==> src/rtl/ring_pkg.sv <==
// ring_pkg: shared types, defaults and index-stepping helper for the ring-code decoder
package ring_pkg;

    typedef enum logic {HUNT, LOCKED} state_t;

    localparam int WIDTH_DEF = 8;

    // Index the ring code should show on the next sample (dir 0 rotates left, 1 rotates right)
    function automatic int next_idx(input int idx, input int dir, input int width);
        if (dir == 0)
            return (idx == width - 1) ? 0 : idx + 1;
        return (idx == 0) ? width - 1 : idx - 1;
    endfunction

endpackage

==> src/rtl/ring_onehot_decode.sv <==
// ring_onehot_decode: combinational one-hot check and bit-position decode of a ring code
//   ring_in   in   WIDTH  ring code sample
//   is_onehot out  1      exactly one bit of ring_in is set
//   index     out  IW     position of the set bit (meaningful only when is_onehot)
import ring_pkg::*;

module ring_onehot_decode #(
    parameter int WIDTH = WIDTH_DEF,
    parameter int IW    = $clog2(WIDTH)
) (
    input  logic [WIDTH-1:0] ring_in,
    output logic             is_onehot,
    output logic [IW-1:0]    index
);

    logic [IW:0] cnt;

    always_comb begin
        cnt   = '0;
        index = '0;
        for (int i = 0; i < WIDTH; i++) begin
            cnt   = cnt + (IW+1)'(ring_in[i]);
            index = ring_in[i] ? IW'(i) : index;
        end
        is_onehot = (cnt == (IW+1)'(1));
    end

endmodule

==> src/rtl/ring_code_decoder.sv <==
// ring_code_decoder: decodes a one-hot ring code to a binary index, checks sequence, tracks lock
//   clk        in   1          rising-edge clock
//   rst        in   1          asynchronous active-high reset
//   in_valid   in   1          ring_in is sampled this cycle
//   ring_in    in   WIDTH      one-hot ring code
//   idx_out    out  IW         decoded index of last good sample
//   idx_valid  out  1          pulse: idx_out updated
//   onehot_err out  1          pulse: sample was zero or multi-bit
//   seq_err    out  1          pulse: good sample broke the sequence while locked
//   locked     out  1          high while in LOCKED
//   err_count  out  ERR_CNT_W  saturating error count
import ring_pkg::*;

module ring_code_decoder #(
    parameter int WIDTH     = WIDTH_DEF,
    parameter int DIR       = 0,
    parameter int LOCK_CNT  = 3,
    parameter int ERR_CNT_W = 8,
    parameter int IW        = $clog2(WIDTH)
) (
    input  logic                 clk,
    input  logic                 rst,
    input  logic                 in_valid,
    input  logic [WIDTH-1:0]     ring_in,
    output logic [IW-1:0]        idx_out,
    output logic                 idx_valid,
    output logic                 onehot_err,
    output logic                 seq_err,
    output logic                 locked,
    output logic [ERR_CNT_W-1:0] err_count
);

    localparam int MW = $clog2(LOCK_CNT + 1);

    state_t               state, state_n;
    logic [IW-1:0]        prev, prev_n, idx_n, index, expected;
    logic                 have_prev, have_prev_n, is_onehot, in_seq;
    logic                 idx_valid_n, onehot_err_n, seq_err_n, err_inc;
    logic [MW-1:0]        match_cnt, match_n;
    logic [ERR_CNT_W-1:0] err_n;

    ring_onehot_decode #(.WIDTH(WIDTH), .IW(IW)) u_dec (
        .ring_in  (ring_in),
        .is_onehot(is_onehot),
        .index    (index)
    );

    assign expected = IW'(next_idx(int'(prev), DIR, WIDTH));
    assign in_seq   = have_prev && (index == expected);
    assign locked   = (state == LOCKED);

    always_comb begin
        state_n      = state;
        prev_n       = prev;
        have_prev_n  = have_prev;
        match_n      = match_cnt;
        idx_n        = idx_out;
        idx_valid_n  = 1'b0;
        onehot_err_n = 1'b0;
        seq_err_n    = 1'b0;
        err_inc      = 1'b0;
        if (in_valid && !is_onehot) begin
            onehot_err_n = 1'b1;
            have_prev_n  = 1'b0;
            match_n      = '0;
            state_n      = HUNT;
            err_inc      = 1'b1;
        end else if (in_valid) begin
            idx_n       = index;
            idx_valid_n = 1'b1;
            prev_n      = index;
            have_prev_n = 1'b1;
            if (state == LOCKED && !in_seq) begin
                seq_err_n = 1'b1;
                state_n   = HUNT;
                match_n   = '0;
                err_inc   = 1'b1;
            end else if (state == HUNT) begin
                match_n = in_seq ? match_cnt + 1'b1 : '0;
                state_n = (match_n == MW'(LOCK_CNT)) ? LOCKED : HUNT;
            end
        end
        err_n = (err_inc && err_count != '1) ? err_count + 1'b1 : err_count;
    end

    always_ff @(posedge clk or posedge rst) begin
        if (rst) begin
            state      <= HUNT;
            prev       <= '0;
            have_prev  <= 1'b0;
            match_cnt  <= '0;
            idx_out    <= '0;
            idx_valid  <= 1'b0;
            onehot_err <= 1'b0;
            seq_err    <= 1'b0;
            err_count  <= '0;
        end else begin
            state      <= state_n;
            prev       <= prev_n;
            have_prev  <= have_prev_n;
            match_cnt  <= match_n;
            idx_out    <= idx_n;
            idx_valid  <= idx_valid_n;
            onehot_err <= onehot_err_n;
            seq_err    <= seq_err_n;
            err_count  <= err_n;
        end
    end

endmodule
==> config.mk <==
export PLATFORM = sky130hd
export DESIGN_NAME = ring_code_decoder
export DESIGN_NICKNAME = d
export VERILOG_FILES = /design/src/rtl/ring_pkg.sv /design/src/rtl/ring_onehot_decode.sv /design/src/rtl/ring_code_decoder.sv
export SDC_FILE = /design/constraint.sdc
export NUM_CORES = 1
export LEC_CHECK = 0
export CAP_MARGIN = 20
export CORE_ASPECT_RATIO = 0.9
export CORE_MARGIN = 4
export CORE_UTILIZATION = 44
export CTS_CLUSTER_SIZE = 16
export DETAILED_ROUTE_END_ITERATION = 8
export PLACE_DENSITY = 0.72
export SYNTH_ARGS = -nofsm -noshare
export SYNTH_HDL_FRONTEND = slang
export SYNTH_SLANG_ARGS = --single-unit
export TNS_END_PERCENT = 50
==> constraint.sdc <==
create_clock -name clk -period 2.6 [get_ports clk]
set_input_delay 0.78 -clock clk [delete_from_list [all_inputs] [get_ports clk]]
set_output_delay 0.78 -clock clk [all_outputs]
set_load 0.005 [all_outputs]
==> run metrics <==
DP HPWL=between 2000 and 2500 um; placed cell area=1630 um2; Initial Util=0.471; DIE WIDTH=slightly above 60 um; final setup fails=18; mapped cell area=about 1200 um2; GPL Wtd Cong=0.750; Die ar.=about 3600 um2; n_diodes=0; Final Worst Setup Slack=-1.16 ns; Period minus WS final=about 3.8 ns; DR WL/cell=between 10 and 15 um; proportion of synthesized area in mux cells=0.0310; Routed WL=approximately 2600 um; dpl ws=-1.87 ns; critical path arrival=slightly below 4 ns; Synth cell types=36; Synth Area in Compound Gates=0.106; Startpoint Class=input port; Port Buf Inserts=25; most common cell after layout, fill and taps aside=clkdlybuf4s50_1; largest family of logic cells by synthesized area=simple AND/OR/NAND/NOR gates; row count=17; number of global-route vias before repair=~950; Crit Path Max Fanout=5; Slew @ Worst Pin=0.673 ns; DR DRC count=0; Syn Inst Count=111; Post-CTS Hold Fix Bufs=0; commonest cells after routing, fill and taps aside=clkdlybuf4s50_1, dfrtp_1, buf_4, nor2_1, inv_1; Simple-Gate Fraction of Synth Area=0.220; CTS max path bufs=2; GRT Total Usage=0.149; register area share after synthesis=0.385; design area=around 1700 um2; xor/xnor share of the synthesized area=0.0673; Post-synth top flop=dfrtp_1; largest net degree at the start of global routing=19; Worst-Skew Late Latency=about 0.29 ns; vias per inst=5.06; Iter 0 DRT Violations=63; Final Max Slew Viols=0; CP endpoint kind=flip-flop; Hold Crit Class=flip-flop to flip-flop; CP Cell Sequence=buf_8, ha_4, inv_2, fa_1, fa_1, fa_2, fa_2, nor2_1, a31oi_1, nor3b_2, and4b_4, nor2_4, mux2_4; grt ovf=0; post-route ant nets=0; critical path type=input port to flip-flop; yosys warns=0; DRT Pass-1 Iters=4; first-pass GRT wire length=4330 um; final core occ=0.688; ys async rst share=1.00; critical path's slowest cell=fa_1; P&R area growth vs syn=46.3%; worst path required time=2.78 ns; Max-Cap Viols=0; number of synthesized register bits=18; initial antenna violation count=0; final worst path period share=1.45; Syn Area/Cell=between 10 and 15 um2; failing checks=setup timing; total CTS buffers=3; slew margin rel.=0.551; Nets=approximately 180; fmax=266 MHz; Design Power=roughly 1.3 mW; CTS H-tree depth=1; Hold Vio Cnt, Final=0; Max Clock Skew=between 0.008 and 0.009 ns; EDFF count, synth=0; Peak VDD IR=around 0.00062 V; RSZ-0062 raised after global routing=true; Core ar.=~2500 um2; clock sinks=18; CTS tree=yes; I/O Pins=26; status=finished, violations left; adder-cell share of the synthesized area=0.132; Root Driver=clkbuf_4; Power Dens Cells=about 730 nW/um2; vias after detailed routing=around 950; leakage dissipation=0.805 nW; clk slew on worst S/H paths=approximately 0.11 ns; Synth Net Count=about 130; layout cells sized above 1=0.333; Crit path largest cell delay=approximately 0.49 ns; Die Height=56.9 um
==> report_power, final <==
| part | internal, mW | switching [mW] |
|---|---|---|
| sequential | 0.364 | 0.0972 |
| combinational | 0.374 | 0.245 |
| clock | 0.0853 | 0.0849 |
==> Yosys cell counts, types with 2 or more instances <==
master	n	area [um2]
a21o_1	2	15.0
a21oi_1	4	20.0
a31oi_1	3	18.8
and2_1	3	18.8
dfrtp_1	18	450
fa_1	4	80.1
ha_1	6	75.1
inv_1	12	45.0
nand2_1	6	22.5
nand2b_1	2	12.5
nand4_1	4	25.0
nor2_1	9	33.8
nor2b_1	2	12.5
nor3_2	4	40.0
o21ai_0	3	15.0
xor2_1	9	78.8
==> per-stage QoR <==
step | setup TNS (ns) | hold WS [ns] | std cells
final | -18.61 | 0.489 | 187
after global routing | -20.09 | 0.513 | 187
after CTS | -21.46 | 0.490 | 187
after detailed placement | -31.93 | 0.464 | 182
after global placement | -30.56 | 0.456 | 182
after floorplan | -19.24 | 0.441 | 111
==> state kept, by name (all words and copies together) (netlist names) <==
name,flops
locked,1
prev,3
have_prev,1
seq_err,1
idx_valid,1
match_cnt,2
err_count,8
onehot_err,1
==> cells by family after synthesis <==
kind of cell	count (synthesis)
and+or+nand+nor	40
DFF	18
AOI/OAI and AO/OA	16
buffers and inverters	15
adders and majority gates	10
xor gates and xnor gates	9
muxes	3
==> worst max-delay path, delay by kind of cell <==
kind                     cells  cell delay, ns
adder cells (fa/ha/maj)      5            1.88
AND/OR/NAND/NOR              4            0.77
multiplexers                 1            0.29
buffers and inverters        2            0.13
AO/OA/AOI/OAI                1            0.09
==> path summary, 6_finish.rpt <==
check / start / end / depth (start not counted) / slack (ns)
hold reg to reg: have_prev / have_prev / 1 / 0.49
max in group asynchronous: rst / err_count[0] / 2 / 1.30
setup reg to reg: prev[0] / err_count[5] / 8 / 0.50
setup / recovery: ring_in[1] / err_count[1] / 13 / -1.16
min in group asynchronous: rst / err_count[4] / 2 / 0.87
hold / removal: have_prev / have_prev / 1 / 0.49
==> routing by layer <==
layer / global-route usage / up-vias / wire length [um]
li1: - / 477 / -
met1: 0.211 / 445 / 1280
met2: 0.235 / 22 / 1180
met3: 0.0374 / 2 / 99
met4: 0.0273 / 0 / 13
met5: 0 / - / 0
==> final cells by class <==
type	instances	area, um2
clock buffer	4	36.3
tap	28	35.0
multi-input combinational	78	703
sequential	18	450
fill	205	776
inverter	13	48.8
timing repair buffer	46	439
==> what timing repair did <==
item                                    4_1_cts  5_1_grt
gates resized for setup                      20        3
pin swaps                                    10        9
buffers inserted                              1        0
endpoints found under the setup margin       18       18
hold endpoints to repair                      0        0
(Power assumes the default switching activity.)
